`config.mk`:
```
export PLATFORM = sky130hd
export DESIGN_NAME = count_sequence_monitor_flat
export DESIGN_NICKNAME = d
export VERILOG_FILES = /design/src/rtl/count_sequence_monitor_pkg.sv /design/src/rtl/count_sequence_monitor_if.sv /design/src/rtl/count_sequence_monitor_history_sr.sv /design/src/rtl/count_sequence_monitor.sv /design/src/flat_wrapper.sv
export SDC_FILE = /design/constraint.sdc
export NUM_CORES = 1
export LEC_CHECK = 0
export BUFFER_PORTS_ARGS = -buffer_cell sky130_fd_sc_hd__buf_2
export CAP_MARGIN = 15
export CORE_AREA = 8 8 78 80
export CTS_BUF_LIST = sky130_fd_sc_hd__clkbuf_8
export DETAILED_ROUTE_END_ITERATION = 6
export DIE_AREA = 0 0 86 88
export PLACE_DENSITY = 0.59
export RECOVER_POWER = 25
export SETUP_SLACK_MARGIN = 0.5
export SLEW_MARGIN = 15
export SYNTH_ARGS = -nofsm -noshare
export SYNTH_HDL_FRONTEND = slang
export SYNTH_SLANG_ARGS = --single-unit
```
`constraint.sdc`:
```
create_clock -name clk -period 2.3 [get_ports clk]
set_input_delay 0 -clock clk [delete_from_list [all_inputs] [get_ports clk]]
set_output_delay 0 -clock clk [all_outputs]
set_load 0.05 [all_outputs]
```
`src/rtl/count_sequence_monitor_pkg.sv`:
```
// Shared types and helpers for the count sequence monitor and its counter source.
package count_mon_pkg;

    localparam int CNT_W_DEF = 3;

    typedef enum logic [1:0] {
        IDLE   = 2'd0,
        SYNC   = 2'd1,
        LOCKED = 2'd2
    } mon_state_t;

    // Successor of prev modulo 2^w; callers truncate to their own width.
    function automatic logic [31:0] next_count(input logic [31:0] prev, input int w = CNT_W_DEF);
        logic [31:0] mask;
        mask = (w >= 32) ? '1 : ((32'd1 << w) - 32'd1);
        return (prev + 32'd1) & mask;
    endfunction

endpackage

```
`src/rtl/count_sequence_monitor_if.sv`:
```
// Observation bus between the counter side (master) and the monitor (slave).
interface count_sequence_monitor_if
    import count_mon_pkg::*;
#(
    parameter int CNT_W  = CNT_W_DEF,
    parameter int DEPTH  = 4,
    parameter int STAT_W = 8
);
    logic [CNT_W-1:0]       count_in;
    logic                   clear;
    logic                   locked;
    logic                   err_pulse;
    logic [STAT_W-1:0]      err_count;
    logic [STAT_W-1:0]      wrap_count;
    logic [CNT_W*DEPTH-1:0] history;

    modport master (
        output count_in, clear,
        input  locked, err_pulse, err_count, wrap_count, history
    );

    modport slave (
        input  count_in, clear,
        output locked, err_pulse, err_count, wrap_count, history
    );
endinterface

```
`src/rtl/count_sequence_monitor_history_sr.sv`:
```
// CNT_W x DEPTH sample history; newest sample lives in the low CNT_W bits.
module count_history_sr #(
    parameter int CNT_W = 3,
    parameter int DEPTH = 4
) (
    input  logic                   clk,
    input  logic                   reset,
    input  logic                   clear,
    input  logic                   shift_en,
    input  logic [CNT_W-1:0]       din,
    output logic [CNT_W*DEPTH-1:0] q
);

    generate
        if (DEPTH == 1) begin : g_one
            always_ff @(posedge clk or posedge reset) begin
                if (reset)         q <= '0;
                else if (clear)    q <= '0;
                else if (shift_en) q <= din;
            end
        end else begin : g_many
            always_ff @(posedge clk or posedge reset) begin
                if (reset)         q <= '0;
                else if (clear)    q <= '0;
                else if (shift_en) q <= {q[CNT_W*(DEPTH-1)-1:0], din};
            end
        end
    endgenerate

endmodule

```
`src/rtl/count_sequence_monitor.sv`:
```
// Checks that a free-running counter advances by one each clock; tracks lock,
// error and wrap statistics and keeps a short sample history.
module count_sequence_monitor
    import count_mon_pkg::*;
#(
    parameter int CNT_W  = CNT_W_DEF,
    parameter int DEPTH  = 4,
    parameter int LOCK_N = 2,
    parameter int STAT_W = 8
) (
    input  logic                     clk,
    input  logic                     reset,
    count_sequence_monitor_if.slave  mon
);

    localparam int GC_W = $clog2(LOCK_N + 1);

    mon_state_t        state, state_nxt;
    logic [GC_W-1:0]   good_cnt, good_cnt_nxt, good_cnt_inc;
    logic [CNT_W-1:0]  prev, expect_cnt;
    logic              good, err_evt, wrap_evt;
    logic              locked_q, err_pulse_q;
    logic [STAT_W-1:0] err_count_q, wrap_count_q;

    assign expect_cnt   = CNT_W'(next_count(32'(prev), CNT_W));
    assign good         = (mon.count_in == expect_cnt);
    assign good_cnt_inc = good_cnt + GC_W'(1);

    // State register and the sample holding register.
    always_ff @(posedge clk or posedge reset) begin
        if (reset) begin
            state    <= IDLE;
            good_cnt <= '0;
            prev     <= '0;
        end else begin
            state    <= state_nxt;
            good_cnt <= good_cnt_nxt;
            if (!mon.clear) prev <= mon.count_in;
        end
    end

    always_comb begin
        state_nxt    = state;
        good_cnt_nxt = good_cnt;
        if (mon.clear) begin
            state_nxt    = IDLE;
            good_cnt_nxt = '0;
        end else begin
            case (state)
                IDLE: begin
                    state_nxt    = SYNC;
                    good_cnt_nxt = '0;
                end
                SYNC: begin
                    if (good) begin
                        good_cnt_nxt = good_cnt_inc;
                        if (good_cnt_inc == GC_W'(LOCK_N)) state_nxt = LOCKED;
                    end else begin
                        good_cnt_nxt = '0;
                    end
                end
                LOCKED: begin
                    if (!good) begin
                        state_nxt    = SYNC;
                        good_cnt_nxt = '0;
                    end
                end
                default: begin
                    state_nxt    = IDLE;
                    good_cnt_nxt = '0;
                end
            endcase
        end
    end

    // A wrap is a good step out of the all-ones value, so it never coincides with an error.
    always_comb begin
        err_evt  = !mon.clear && (state == LOCKED) && !good;
        wrap_evt = !mon.clear && (state != IDLE) && good && (prev == '1);
    end

    always_ff @(posedge clk or posedge reset) begin
        if (reset) begin
            locked_q     <= 1'b0;
            err_pulse_q  <= 1'b0;
            err_count_q  <= '0;
            wrap_count_q <= '0;
        end else begin
            locked_q    <= (state_nxt == LOCKED);
            err_pulse_q <= err_evt;
            if (mon.clear) begin
                err_count_q  <= '0;
                wrap_count_q <= '0;
            end else begin
                if (err_evt && (err_count_q != '1)) err_count_q <= err_count_q + STAT_W'(1);
                if (wrap_evt) wrap_count_q <= wrap_count_q + STAT_W'(1);
            end
        end
    end

    count_history_sr #(
        .CNT_W (CNT_W),
        .DEPTH (DEPTH)
    ) u_hist (
        .clk      (clk),
        .reset    (reset),
        .clear    (mon.clear),
        .shift_en (1'b1),
        .din      (mon.count_in),
        .q        (mon.history)
    );

    assign mon.locked     = locked_q;
    assign mon.err_pulse  = err_pulse_q;
    assign mon.err_count  = err_count_q;
    assign mon.wrap_count = wrap_count_q;

endmodule

```
`src/flat_wrapper.sv`:
```
// flat-port wrapper written by rule: the top's interface ports become plain ports
module count_sequence_monitor_flat import count_mon_pkg::*;
#(
    parameter int CNT_W  = CNT_W_DEF,
    parameter int DEPTH  = 4,
    parameter int LOCK_N = 2,
    parameter int STAT_W = 8
)
  (clk, reset, mon_count_in, mon_clear, mon_locked, mon_err_pulse, mon_err_count, mon_wrap_count, mon_history);
  count_sequence_monitor_if #(.CNT_W(CNT_W), .DEPTH(DEPTH), .STAT_W(STAT_W)) mon_i ();
  input  logic clk;
  input  logic reset;
  input wire logic [$bits(mon_i.count_in)-1:0] mon_count_in;
  input wire logic [$bits(mon_i.clear)-1:0] mon_clear;
  output wire logic [$bits(mon_i.locked)-1:0] mon_locked;
  output wire logic [$bits(mon_i.err_pulse)-1:0] mon_err_pulse;
  output wire logic [$bits(mon_i.err_count)-1:0] mon_err_count;
  output wire logic [$bits(mon_i.wrap_count)-1:0] mon_wrap_count;
  output wire logic [$bits(mon_i.history)-1:0] mon_history;
  assign mon_i.count_in = mon_count_in;
  assign mon_i.clear = mon_clear;
  assign mon_locked = mon_i.locked;
  assign mon_err_pulse = mon_i.err_pulse;
  assign mon_err_count = mon_i.err_count;
  assign mon_wrap_count = mon_i.wrap_count;
  assign mon_history = mon_i.history;
  count_sequence_monitor #(.CNT_W(CNT_W), .DEPTH(DEPTH), .LOCK_N(LOCK_N), .STAT_W(STAT_W)) u_core (.clk(clk), .reset(reset), .mon(mon_i));
endmodule
```
=== Word level (Yosys, flattened, before mapping) ===
Cells that the tools add are included.
Widths: inputs -> output; s select.

* Add/subtract/negate cells: 4
* Equality and inequality tests: 8
* Muxes and demuxes: 14
* Reductions and logical operators: 12

{| class="wikitable"
|+ Operators by type and width
! operator !! count
|-
| $mux 8 || 4
|-
| $add 8x1->8 const B || 2
|-
| $mux 2 || 7
|-
| $mux 12 || 1
|-
| $ne 8x8->1 const B || 1
|-
| $eq 2x2->1 const B || 3
|-
| $logic_and 1x1->1 || 6
|-
| $pmux 2 s3 || 1
|-
| $reduce_bool 2->1 || 3
|-
| $pmux 2 s2 || 1
|-
| $add 3x1->3 const B || 1
|-
| $eq 3x3->1 || 1
|-
| $eq 3x3->1 const B || 1
|-
| $ne 3x3->1 const B || 1
|-
| $add 2x1->2 const B || 1
|-
| $eq 2x1->1 const B || 1
|-
| $logic_not 1->1 || 2
|-
| $logic_not 2->1 || 1
|}

* Register bits after elaboration: 37
* Bits of input ports: 6
* Output and inout bits: 30
* Logic and storage cells: 46

=== Longest topological paths before layout ===
* Word-level depth: 7
* Depth in mapped cells: 7
* Depth with buffers taken out: 7

=== By module ===
From an unflattened synthesis, not the netlist that was laid out.

* Cell total of the unflattened synthesis: 169
* Area, all modules: 1784.2 µm²

{| class="wikitable"
|+ By module, submodules not included
! module !! instances !! cells each !! area an instance (µm²) !! seq. area each (µm²)
|-
| count_sequence_monitor || 1 || 130 || 1300.0 || 625.6
|-
| count_history_sr || 1 || 39 || 484.2 || 300.3
|}

=== Least setup slack after synthesis ===
Ideal clock, no wire load.

* Path type: register to register
* From: register u_core.prev[0]
* To: register u_core.wrap_count_q[3], in the netlist u_core.mon.wrap_count[3]
* Setup time: 0.078 ns
* Data arrival time: 2.192 ns
* Data required time: 2.222 ns
* Slack: 0.030 ns
* Stages on the path, launching flop included: 8
* Buffers on the path: 1
* Clock period less this slack: 2.270 ns
* Path through: dfrtp_1 ha_1 ha_1 xor2_1 or4_4 buf_4 or3_1 a21oi_1

* Word-level cells in the longest chain between the ends: 5
* Elaborated cells on any way between the ends: 6
* Those cells by class: 1 x add/sub; 2 x eq/ne; 3 x reduce/logical

{| class="wikitable"
|+ RTL lines
! element !! RTL line !! source
|-
| from (decl) || count_sequence_monitor.sv:20 || <nowiki>logic [CNT_W-1:0] prev, expect_cnt;</nowiki>
|-
| from (signal assigned) || count_sequence_monitor.sv:38 || <nowiki>if (!mon.clear) prev <= mon.count_in;</nowiki>
|-
| $add 3x1->3 || count_sequence_monitor_pkg.sv:16 || <nowiki>return (prev + 32'd1) & mask;</nowiki>
|-
| $eq 3x3->1 || count_sequence_monitor.sv:26 || <nowiki>assign good = (mon.count_in == expect_cnt);</nowiki>
|-
| $logic_and 1x1->1 || count_sequence_monitor.sv:79 || <nowiki>wrap_evt = !mon.clear && (state != IDLE) && good && (prev == '1);</nowiki>
|-
| $logic_and 1x1->1 * || count_sequence_monitor.sv:79 ||
|-
| $reduce_bool 2->1 (no line) * || n/a ||
|-
| to (signal assigned) || count_sequence_monitor.sv:96 || <nowiki>if (wrap_evt) wrap_count_q <= wrap_count_q + STAT_W'(1);</nowiki>
|-
| to (decl) || count_sequence_monitor.sv:23 || <nowiki>logic [STAT_W-1:0] err_count_q, wrap_count_q;</nowiki>
|}

Mark *: on every way between the ends. The rest lies on a longest branch, timed or not.
A chain may end at the register's enable or synchronous reset.

=== Final worst setup path ===
* From: register u_core.prev[0]
* To: register u_core.wrap_count_q[6], in the netlist u_core.mon.wrap_count[6]

The elaborated chain is that of the path after synthesis.

==> results.py <==
metrics = {
    "power_and_ir_drop": {
        "p_sw_share_pct": 25.9,
        "powerDensity_nw_per_um2": 578,
        "ir_drop_mv": 0.221,
        "switchingPower_w": 0.000319,
        "p_leak_nw": 1.00,
        "power.share.combinational_pct": 10.9,
        "p_seq_share_pct": 54.7,
        "p_int_w": 0.000911,
        "clkPwrFrac_pct": 34.4,
    },
    "sta": {
        "relSlewSlack_pct": -13.0,
        "setup_viol": 0,
        "worstMarginPinSlew_ns": 1.69,
        "slew_viol_final": 39,
        "rsz0062_at_grt": "true",
        "hold_ws_ns": 0.0177,
        "hold_viol": 0,
        "finClkSkew_ns": 0.00399,
        "setup_tns_ns": 0,
        "fmax_mhz": 471,
        "fin_crit_ns": 2.12,
        "worst_slack_ns": 0.178,
        "fin_crit_sh_pct": 92.2,
    },
    "global_routing": {
        "use_met3_pct": 2.53,
        "grt.total_usage_pct": 10.3,
        "grt_busiest_layer": "met2",
        "grt_pass1_vias": 1289,
        "grt_first_pass_wirelength_mm": 6.21,
        "use_met1_pct": 13.0,
        "grt_util_met2_pct": 15.6,
        "grt_overflow": 0,
        "grt_antenna_before_repair": 0,
        "grt_max_degree": 39,
    },
    "cells_and_area": {
        "layout-drive-gt1-share_pct": 31.0,
        "synthToLayoutAreaGrowth_pct": 28.4,
        "antenna_cells": 0,
        "finalNetCount": 213,
        "fillCellCount": 478,
        "multi_input_area_sq_um": 766,
        "final-seq-area_sq_um": 926,
    },
    "worst_setup_path": {
        "worstPathMaxFanout": 7,
        "arrival_ns": 2.32,
        "endpoint_kind": "flop",
        "r2r_start": "u_core.prev[0]",
        "startpoint_type": "flop",
        "r2r_slack_ns": 0.18,
        "required_ns": 2.49,
        "startpoint": "u_core.prev[0]",
        "crit_type": "reg -> reg",
        "worst_r2r_path_depth": 6,
        "crit_slowest_cell": "or4_4",
        "critical_path.max_stage_delay_ns": 0.47,
        "crit_path_cell_trace": "ha_2 -> ha_4 -> xor2_4 -> or4_4 -> or4_1 -> a21oi_2",
    },
    "cts": {
        "cts_max_path_buffers": 2,
        "root_buffer": "clkbuf_8",
        "clock_latency_ns": 0.28,
        "htreeDepth": 2,
        "clock-sinks": 37,
        "clk_pin_slew_ns": 0.07,
        "cts_made_buffers": 5,
        "cts_tree": "yes",
    },
    "logic_synthesis": {
        "synth-async-reset-ratio_pct": 100,
        "yosysTopAreaCell": "dfrtp_1",
        "synth-edff-count": 0,
        "yosys_warnings": 0,
        "ys.flop_type": "dfrtp_1",
        "yosys-top-cells-count": "dfrtp_1, nor2b_1, a21oi_1",
        "ys_types": 30,
        "avgSynthCellArea_sq_um": 10.6,
        "synthCells": 156,
        "synth_seq_cells": 37,
        "syn_area_sq_um": 1660,
        "synthTopCellsByArea": "dfrtp_1, nor2b_1, a21oi_1, ha_1, nand3_1",
        "synth_fp_nets": 167,
        "synth_most_common_cell": "dfrtp_1",
        "ys_seq_area_share_pct": 55.9,
        "synth_top_area_share_pct": 55.9,
    },
    "detailed_routing": {
        "dr.pass1.iters": 4,
        "first_iter_violations": 63,
        "wl_per_cell_microns": 13.6,
        "vias": 1323,
        "finalWirelength_mm": 3.70,
        "drc": 0,
        "via_per_inst": 4.85,
        "postRouteAntennaNets": 0,
    },
    "run_status": {
        "status": "complete, but fails checks",
        "violations": "max-capacitance violations, max-slew violations",
    },
    "floorplanning": {
        "rows": 26,
        "dieWidth_microns": 86,
        "die_area_sq_um": 7570,
        "num_io_pins": 36,
        "start_util_pct": 33.7,
        "fp.dieH_microns": 88,
        "core_area_sq_um": 4910,
    },
    "place": {
        "place.gp.congestion": 0.744,
        "dp_hpwl_mm": 2.41,
        "dp_slack_ns": 0.150,
        "port_buffers": 35,
    },
    "hold_path": {
        "whs_path_depth": 2,
        "min_path_type": "in -> reg",
        "hp-start": "mon_count_in[0]",
    },
    "job": {
        "drv_cap": 1,
    },
}
## cell usage in the layout, fill, tap and decap left out, drive strengths merged
master | synthesis | layout
dlygate4sd3 | 0 | 1
nor2 | 7 | 7
mux2 | 2 | 2
xnor2 | 1 | 1
or3 | 7 | 7
o41ai | 2 | 2
a21o | 3 | 3
nand2b | 1 | 1
nor4 | 1 | 1
a211oi | 1 | 1
mux2i | 1 | 1
nor3b | 1 | 1
a21oi | 15 | 15
nand4 | 1 | 1
clkinv | 0 | 2
xor2 | 3 | 3
buf | 2 | 40
nand3 | 9 | 9
nor3 | 6 | 6
and3 | 2 | 2
nor2b | 16 | 16
ha | 5 | 5
dfrtp | 37 | 37
clkbuf | 4 | 8
nand2 | 3 | 3
inv | 7 | 8
o31ai | 5 | 5
or4 | 6 | 7
o21ai | 7 | 7
o311ai | 1 | 1
## power by group through the flow
stage / sequential, W / clock (W) / combinational, W
2_1_floorplan: 0.000710 / 0 / 0.0000586
3_3_place_gp: 0.000686 / 0 / 0.000113
3_5_place_dp: 0.000686 / 0 / 0.000114
4_1_cts: 0.000672 / 0.000437 / 0.000129
5_1_grt: 0.000674 / 0.000471 / 0.000149
6_report: 0.000673 / 0.000423 / 0.000134
## area by class of cell
type	instances	share of cell area, %
clock buffer	5	3.24
clock inverter	3	0.647
inverter	7	1.24
multi-input combinational	107	36.0
sequential	37	43.5
tap	70	4.12
timing repair buffer	44	11.2
## flip-flops by register name, summed over array words and instances, names as in the netlist
register	flops
u_core.prev	3
u_core.mon.wrap_count	8
u_core.mon.err_count	8
u_core.mon.locked	1
u_core.mon.err_pulse	1
u_core.u_hist.q	12
u_core.good_cnt	2
u_core.state	2
## what timing repair did
| action | CTS | global route |
|---|---|---|
| hold buffers | 1 | 0 |
| setup endpoints to repair | 16 | 20 |
| setup buffers | 3 | 1 |
| cloned | 1 | 1 |
| resized for setup | 4 | 8 |
| pin swaps | 0 | 2 |
| endpoints found under the hold margin | 37 | 0 |
## worst max-delay path, delay by kind of cell (launching register included)
kind / cells / cell delay (ns)
AOI/OAI and AO/OA: 1 / 0.13
adders and majority gates: 2 / 0.45
and+or+nand+nor: 2 / 0.90
xor gates and xnor gates: 1 / 0.16
DFF: 1 / 0.39
## cell families after synthesis
family | after synthesis | share of synthesized area (%)
simple gates | 60 | 20.8
flops | 37 | 55.9
compound gates | 34 | 12.3
buf+inv | 13 | 3.17
fa+ha+maj | 5 | 3.78
xor+xnor | 4 | 2.12
mux | 3 | 1.96
## per-layer routing
layer / share of wire [%] / wire [microns]
met4: 2.2 / 82
met3: 5.0 / 184
met2: 47 / 1740
met1: 46 / 1700
met5: 0 / 0
## stage by stage
| step | area (sq um) | std cells | total power, W | util [%] |
|---|---|---|---|---|
| floorplan | 1690 | 156 | 0.000769 | - |
| global placement | 1940 | 258 | 0.000799 | 39.6 |
| detailed placement | 1940 | 258 | 0.000799 | 39.6 |
| CTS | 2090 | 271 | 0.00124 | 42.5 |
| global route | 2130 | 273 | 0.00129 | 43.3 |
| finish | 2130 | 273 | 0.00123 | 43.3 |
## path summary, 6_finish.rpt
| check | end |
|---|---|
| worst max register to register | u_core.mon.wrap_count[6] |
| worst min-delay path | u_core.u_hist.q[0] |
| min in group asynchronous | u_core.u_hist.q[9] |
| max in group asynchronous | u_core.mon.err_count[2] |
| worst max-delay path | u_core.mon.wrap_count[6] |
| worst min register to register | u_core.u_hist.q[4] |
(Power assumes the default switching activity.)
